## src/rtl/kbd_pkg.sv

```systemverilog
// Shared PS/2 keyboard constants, prefix FSM states and keymap entry type.
package kbd_pkg;

    localparam logic [7:0] SC_E0      = 8'hE0;
    localparam logic [7:0] SC_E1      = 8'hE1;
    localparam logic [7:0] SC_F0      = 8'hF0;

    localparam logic [7:0] SC_LSHIFT  = 8'h12;
    localparam logic [7:0] SC_RSHIFT  = 8'h59;
    localparam logic [7:0] SC_CTRL    = 8'h14;
    localparam logic [7:0] SC_RUSLAT  = 8'h58;

    localparam int unsigned PAUSE_LEN   = 7;
    localparam int unsigned PAUSE_CNT_W = 3;
    localparam int unsigned IDX_W       = 3;

    typedef enum logic [2:0] {
        ST_IDLE,
        ST_BRK,
        ST_EXT,
        ST_EXT_BRK,
        ST_PAUSE
    } kbd_state_t;

    typedef struct packed {
        logic             hit;
        logic [IDX_W-1:0] row;
        logic [IDX_W-1:0] col;
    } keymap_t;

    function automatic keymap_t km(input logic [IDX_W-1:0] r, input logic [IDX_W-1:0] c);
        keymap_t m;
        m.hit = 1'b1;
        m.row = r;
        m.col = c;
        return m;
    endfunction

endpackage

```

## src/rtl/kbd_keymap.sv

```systemverilog
// Scancode to matrix position lookup: common keys first, then the selected layout.
module kbd_keymap
    import kbd_pkg::*;
#(
    parameter int unsigned LAYOUTS = 2
) (
    input  logic [7:0]                 i_code,
    input  logic [$clog2(LAYOUTS)-1:0] i_layout,
    output keymap_t                    o_map_c
);

    localparam int unsigned LW = $clog2(LAYOUTS);

    keymap_t w_common;
    keymap_t w_qwerty;
    keymap_t w_jcuken;

    // Layout-independent keys live in row 0
    always_comb begin
        w_common = '0;
        case (i_code)
            8'h29:   w_common = km(3'd0, 3'd0);
            8'h66:   w_common = km(3'd0, 3'd1);
            8'h5A:   w_common = km(3'd0, 3'd2);
            8'h76:   w_common = km(3'd0, 3'd3);
            8'h6B:   w_common = km(3'd0, 3'd4);
            8'h74:   w_common = km(3'd0, 3'd5);
            8'h75:   w_common = km(3'd0, 3'd6);
            8'h72:   w_common = km(3'd0, 3'd7);
            default: w_common = '0;
        endcase
    end

    always_comb begin
        w_qwerty = '0;
        case (i_code)
            8'h1C:   w_qwerty = km(3'd4, 3'd1);
            8'h1B:   w_qwerty = km(3'd4, 3'd2);
            8'h23:   w_qwerty = km(3'd4, 3'd3);
            8'h15:   w_qwerty = km(3'd5, 3'd1);
            8'h1D:   w_qwerty = km(3'd5, 3'd2);
            8'h24:   w_qwerty = km(3'd5, 3'd3);
            8'h2D:   w_qwerty = km(3'd5, 3'd4);
            default: w_qwerty = '0;
        endcase
    end

    always_comb begin
        w_jcuken = '0;
        case (i_code)
            8'h1C:   w_jcuken = km(3'd4, 3'd6);
            8'h1B:   w_jcuken = km(3'd4, 3'd7);
            8'h23:   w_jcuken = km(3'd3, 3'd0);
            8'h15:   w_jcuken = km(3'd6, 3'd0);
            8'h1D:   w_jcuken = km(3'd6, 3'd1);
            8'h24:   w_jcuken = km(3'd6, 3'd2);
            8'h2D:   w_jcuken = km(3'd6, 3'd3);
            default: w_jcuken = '0;
        endcase
    end

    always_comb begin
        o_map_c = '0;
        if (w_common.hit)
            o_map_c = w_common;
        else if (i_layout == LW'(0))
            o_map_c = w_qwerty;
        else if (i_layout == LW'(1))
            o_map_c = w_jcuken;
    end

endmodule

```

## src/rtl/kbd_matrix_tracker.sv

```systemverilog
// Tracks held keys from a PS/2 byte stream into a row/column matrix the CPU scans
// with active-low row selects, plus Shift/Ctrl/RUS-LAT modifier levels.
module kbd_matrix_tracker
    import kbd_pkg::*;
#(
    parameter int unsigned ROWS    = 8,
    parameter int unsigned COLS    = 8,
    parameter int unsigned LAYOUTS = 2
) (
    input  logic                       clk,
    input  logic                       reset,
    input  logic [7:0]                 scancode,
    input  logic                       scan_valid,
    input  logic [$clog2(LAYOUTS)-1:0] layout,
    input  logic [ROWS-1:0]            rowsel,
    output logic [COLS-1:0]            cols,
    output logic                       key_ss,
    output logic                       key_us,
    output logic                       key_rus,
    output logic                       qerror
);

    kbd_state_t                      r_state;
    logic [PAUSE_CNT_W-1:0]          r_pause_cnt;
    logic [ROWS-1:0][COLS-1:0]       r_matrix;
    logic [COLS-1:0]                 r_cols;
    logic                            r_key_ss;
    logic                            r_key_us;
    logic                            r_key_rus;
    logic                            r_qerror;
    logic [$clog2(LAYOUTS)-1:0]      r_layout;

    keymap_t                         w_map;
    logic                            w_layout_chg;
    logic                            w_prefix;
    logic                            w_act;
    logic                            w_brk;
    logic                            w_is_ss;
    logic                            w_is_us;
    logic                            w_is_rus;
    logic                            w_in_range;
    logic [COLS-1:0]                 w_sel;

    kbd_keymap #(.LAYOUTS(LAYOUTS)) u_keymap (
        .i_code   (scancode),
        .i_layout (layout),
        .o_map_c  (w_map)
    );

    assign w_layout_chg = (layout != r_layout);
    assign w_prefix     = ((r_state == ST_IDLE) &&
                           (scancode == SC_F0 || scancode == SC_E0 || scancode == SC_E1)) ||
                          ((r_state == ST_EXT) && (scancode == SC_F0));
    assign w_act        = scan_valid && !w_layout_chg && (r_state != ST_PAUSE) && !w_prefix;
    assign w_brk        = (r_state == ST_BRK) || (r_state == ST_EXT_BRK);
    assign w_is_ss      = (scancode == SC_LSHIFT) || (scancode == SC_RSHIFT);
    assign w_is_us      = (scancode == SC_CTRL);
    assign w_is_rus     = (scancode == SC_RUSLAT);
    assign w_in_range   = w_map.hit && (32'(w_map.row) < ROWS) && (32'(w_map.col) < COLS);

    // Columns read low for any held key in a selected (low) row
    always_comb begin
        w_sel = '0;
        for (int r = 0; r < int'(ROWS); r++) begin
            if (!rowsel[r])
                w_sel = w_sel | r_matrix[r];
        end
    end

    always_ff @(posedge clk or posedge reset) begin
        if (reset) begin
            r_state     <= ST_IDLE;
            r_pause_cnt <= '0;
            r_matrix    <= '0;
            r_cols      <= '1;
            r_key_ss    <= 1'b0;
            r_key_us    <= 1'b0;
            r_key_rus   <= 1'b0;
            r_qerror    <= 1'b0;
            r_layout    <= '0;
        end else begin
            r_layout <= layout;
            r_cols   <= ~w_sel;
            r_qerror <= 1'b0;
            if (w_layout_chg) begin
                r_state     <= ST_IDLE;
                r_pause_cnt <= '0;
                r_matrix    <= '0;
                r_key_ss    <= 1'b0;
                r_key_us    <= 1'b0;
                r_key_rus   <= 1'b0;
            end else if (scan_valid) begin
                case (r_state)
                    ST_IDLE: begin
                        if (scancode == SC_F0)
                            r_state <= ST_BRK;
                        else if (scancode == SC_E0)
                            r_state <= ST_EXT;
                        else if (scancode == SC_E1) begin
                            r_state     <= ST_PAUSE;
                            r_pause_cnt <= '0;
                        end
                    end
                    ST_EXT:
                        r_state <= (scancode == SC_F0) ? ST_EXT_BRK : ST_IDLE;
                    ST_PAUSE: begin
                        if (r_pause_cnt == PAUSE_CNT_W'(PAUSE_LEN - 1)) begin
                            r_state     <= ST_IDLE;
                            r_pause_cnt <= '0;
                        end else begin
                            r_pause_cnt <= r_pause_cnt + PAUSE_CNT_W'(1);
                        end
                    end
                    default:
                        r_state <= ST_IDLE;
                endcase

                // Modifiers never reach the matrix; unmapped breaks are silent
                if (w_act) begin
                    if (w_is_ss)
                        r_key_ss <= !w_brk;
                    else if (w_is_us)
                        r_key_us <= !w_brk;
                    else if (w_is_rus)
                        r_key_rus <= !w_brk;
                    else if (w_in_range) begin
                        for (int r = 0; r < int'(ROWS); r++) begin
                            for (int c = 0; c < int'(COLS); c++) begin
                                if (IDX_W'(r) == w_map.row && IDX_W'(c) == w_map.col)
                                    r_matrix[r][c] <= !w_brk;
                            end
                        end
                    end else if (!w_brk)
                        r_qerror <= 1'b1;
                end
            end
        end
    end

    assign cols    = r_cols;
    assign key_ss  = r_key_ss;
    assign key_us  = r_key_us;
    assign key_rus = r_key_rus;
    assign qerror  = r_qerror;

endmodule

```

## config.mk

```make
export PLATFORM = sky130hd
export DESIGN_NAME = kbd_matrix_tracker
export DESIGN_NICKNAME = d
export VERILOG_FILES = /design/src/rtl/kbd_pkg.sv /design/src/rtl/kbd_keymap.sv /design/src/rtl/kbd_matrix_tracker.sv
export SDC_FILE = /design/constraint.sdc
export NUM_CORES = 1
export LEC_CHECK = 0
export ABC_CLOCK_PERIOD_IN_PS = 2840
export CORE_UTILIZATION = 53
export CTS_CLUSTER_SIZE = 28
export DETAILED_ROUTE_END_ITERATION = 8
export HOLD_SLACK_MARGIN = 0.02
export PLACE_DENSITY = 0.74
export SLEW_MARGIN = 20
export SYNTH_ARGS = -nofsm -noshare
export SYNTH_HDL_FRONTEND = slang
export SYNTH_SLANG_ARGS = --single-unit
```

## constraint.sdc

```tcl
create_clock -name clk -period 2.84 [get_ports clk]
set_clock_uncertainty 0.15 [all_clocks]
set_input_delay 0.568 -clock clk [delete_from_list [all_inputs] [get_ports clk]]
set_output_delay 0.568 -clock clk [all_outputs]
set_load 0.01 [all_outputs]
```

==> impl_metrics.tcl <==
set metrics [dict create \
    status "finished, final reports clean" \
    yosysUniqueCellTypes 63 \
    dieWidth_microns 92.81 \
    syn_nets 484 \
    synth-async-reset-ratio 1.000 \
    end_kind "flip-flop" \
    dieArea_sq_um 8614 \
    dr_total_vias 3671 \
    synth_top_area_share 0.4294 \
    drv_cap 0 \
    period_minus_slack_ns 2.777 \
    clk_path_buf_depth 2 \
    drc 0 \
    post-synth-top-count-cell "dfrtp_1" \
    synthCells 464 \
    crit_path_top_delay_cell "clkdlybuf4s50_1" \
    dp_hpwl_mm 7.763 \
    clk-insertion-delay-late_ns 0.36 \
    setup_viol 0 \
    critPathArrivalTime_ns 2.91 \
    finalNonFillerCells 648 \
    grt_pass1_wl_mm 17.75 \
    syn_area_per_cell_sq_um 9.419 \
    grt_usage 0.2657 \
    start_util 0.5569 \
    yosysTopAreaCell "dfrtp_1" \
    irDropWorstVdd_mv 0.2606 \
    rsz0062_at_grt "false" \
    wirelength_mm 10.62 \
    root_buffer "clkbuf_8" \
    min_period_over_period 0.9777 \
    max_freq_mhz 360.2 \
    routedWlPerCell_microns 16.39 \
    critPathBufInv 2 \
    netlist_top_cells_area "dfrtp_1 43%, inv_1 5.9%, o22ai_1 5.0%" \
    cts.sinks 83 \
    crit_family "buffers and inverters" \
    slew_viol_final 0 \
    clkTransAtPathRegs_ns 0.09 \
    cts_made_buffers 9 \
    hold_path_class "flip-flop to flip-flop" \
    synth_edf_count 0 \
    routed_via_density 5.665 \
    cpPeakStageDelay_ns 0.59 \
    syn2layout_area_growth_pct 25.79 \
    multi_input_area_sq_um 1934 \
    power.density_nw_per_um2 432.1 \
    htreeDepth 3 \
    io_pins 32 \
    gp_congestion 0.9245 \
    yosys_most_used_dff "dfrtp_1" \
    syn_area_sq_um 4370 \
    drive_above_1_share 0.2289 \
    synth_common_cells "75 x dfrtp_1, 69 x inv_1, 52 x nor2_1, 35 x o22ai_1, 29 x nand2_1" \
    cp.required_ns 2.97 \
    cts_tree "done" \
    criticalPathCategory "input pin to flip-flop" \
    ys_warn_count 0 \
    final.fill_count 594 \
    grt_pass1_vias 3728 \
    grt_max_degree 43 \
    yosysSeqAreaShare 0.4775 \
    tightest_slew_ns 0.7849 \
    n_antenna_cell 0 \
    nets 561 \
    whs_ns 0.3429 \
    ant_nets 0 \
    numPortBuffers 31 \
    drtPass1Iterations 5 \
    drt-initial-drc-count 219 \
    slew_headroom 0.4701 \
    postCtsHoldBufs 0 \
    startpoint_type "input pin" \
    synth_seq_cells 83 \
    hold_viol 0 \
    row_count 32 \
    worstPathCellList "clkdlybuf4s50_1, nand2b_1, nor2_1, a221o_1, a221o_2, buf_4, nor4b_2, mux2i_1" \
    die_h_microns 92.81 \
    overflow 0 \
    p_leak_nw 2.302 \
    dp_cells 632 \
    grt_antenna_before_repair 0 \
    final-seq-area_sq_um 2087 \
    core_sq_um 7848 \
    cp_max_fo 10 \
]
[what timing repair did]
item,in CTS,in global routing
endpoints found under the hold margin,0,0
gates resized for setup,1,15
setup endpoints to repair,1,17
buffers inserted,0,0
pin swaps,0,2
[where the power goes]
part / switching [mW] / internal, mW
clock network: 0.485 / 0.341
registers: 0.0148 / 1.19
logic: 0.200 / 0.142
[state kept, by name, summed over array words and instances (netlist names)]
signal	cells
cols	8
key_rus	1
key_ss	1
key_us	1
qerror	1
r_layout	1
r_matrix	64
r_pause_cnt	3
r_state	3
[logic make-up (layout without fill, tap and decap cells)]
family | Yosys count | count (layout) | synth area share
buffers and inverters | 103 | 185 | 0.09877
XOR/XNOR | 3 | 3 | 0.006013
multiplexers | 20 | 20 | 0.04609
AND/OR/NAND/NOR | 163 | 163 | 0.2213
flip-flops | 83 | 83 | 0.4775
AO/OA/AOI/OAI | 92 | 92 | 0.1503
[metal layers]
layer	track usage	share of wire
met4	0.08590	0.013
met1	0.3537	0.44
met5	0	0
met3	0.05829	0.062
met2	0.4314	0.49
[final cells by class]
cell class,instances,share of cell area
sequential,83,0.3796
clock inverter,7,0.01297
multi-input combinational,278,0.3518
inverter,69,0.04779
tap,102,0.02321
timing repair buffer,100,0.1620
clock buffer,9,0.02253
[metrics by stage]
stage	worst slack, ns	power (mW)	area (sq um)	setup TNS (ns)	util
floorplan	0.3592	1.408	4374	0	-
global placement	-0.2858	1.557	5234	-4.434	0.6669
detailed placement	-0.4139	1.563	5234	-5.947	0.6669
CTS	0.01772	2.380	5435	0	0.6926
global route	0.02345	2.469	5498	0	0.7006
finish	0.06343	2.376	5498	0	0.7006
[worst register-to-register path, stage by stage (launching register included)]
cell and delay (ns):
dfrtp_1 0.48, xnor2_2 0.20, o311ai_0 0.27, a21oi_4 0.27, buf_4 0.18, nand2_1 0.07, nor4b_1 0.38, buf_4 0.19
mux2i_1 0.18
[path summary, 6_finish.rpt]
check | from | to | slack (ns) | depth (start not counted)
setup / recovery | scancode[1] | r_matrix[49] | 0.06 | 8
hold / removal | r_matrix[19] | r_matrix[19] | 0.34 | 2
setup reg to reg | r_layout | r_matrix[24] | 0.41 | 8
hold reg to reg | r_matrix[19] | r_matrix[19] | 0.34 | 2
max in group asynchronous | reset | cols[3] | 1.44 | 3
min in group asynchronous | reset | key_ss | 0.48 | 2
[cell usage in the layout, fill, tap and decap left out, types with 6 or more instances in the layout]
| cell | count |
|---|---|
| dfrtp_1 | 75 |
| inv_1 | 68 |
| buf_4 | 65 |
| nor2_1 | 52 |
| o22ai_1 | 35 |
| nand2_1 | 28 |
| clkdlybuf4s50_1 | 26 |
| nand3_1 | 19 |
| mux2i_1 | 19 |
| a21oi_1 | 10 |
| nor4_1 | 9 |
| clkbuf_8 | 9 |
| o21ai_0 | 8 |
| dfstp_2 | 8 |
| nand2b_1 | 7 |
| nor3_1 | 6 |
No activity file was read; power rests on OpenSTA's default activity.
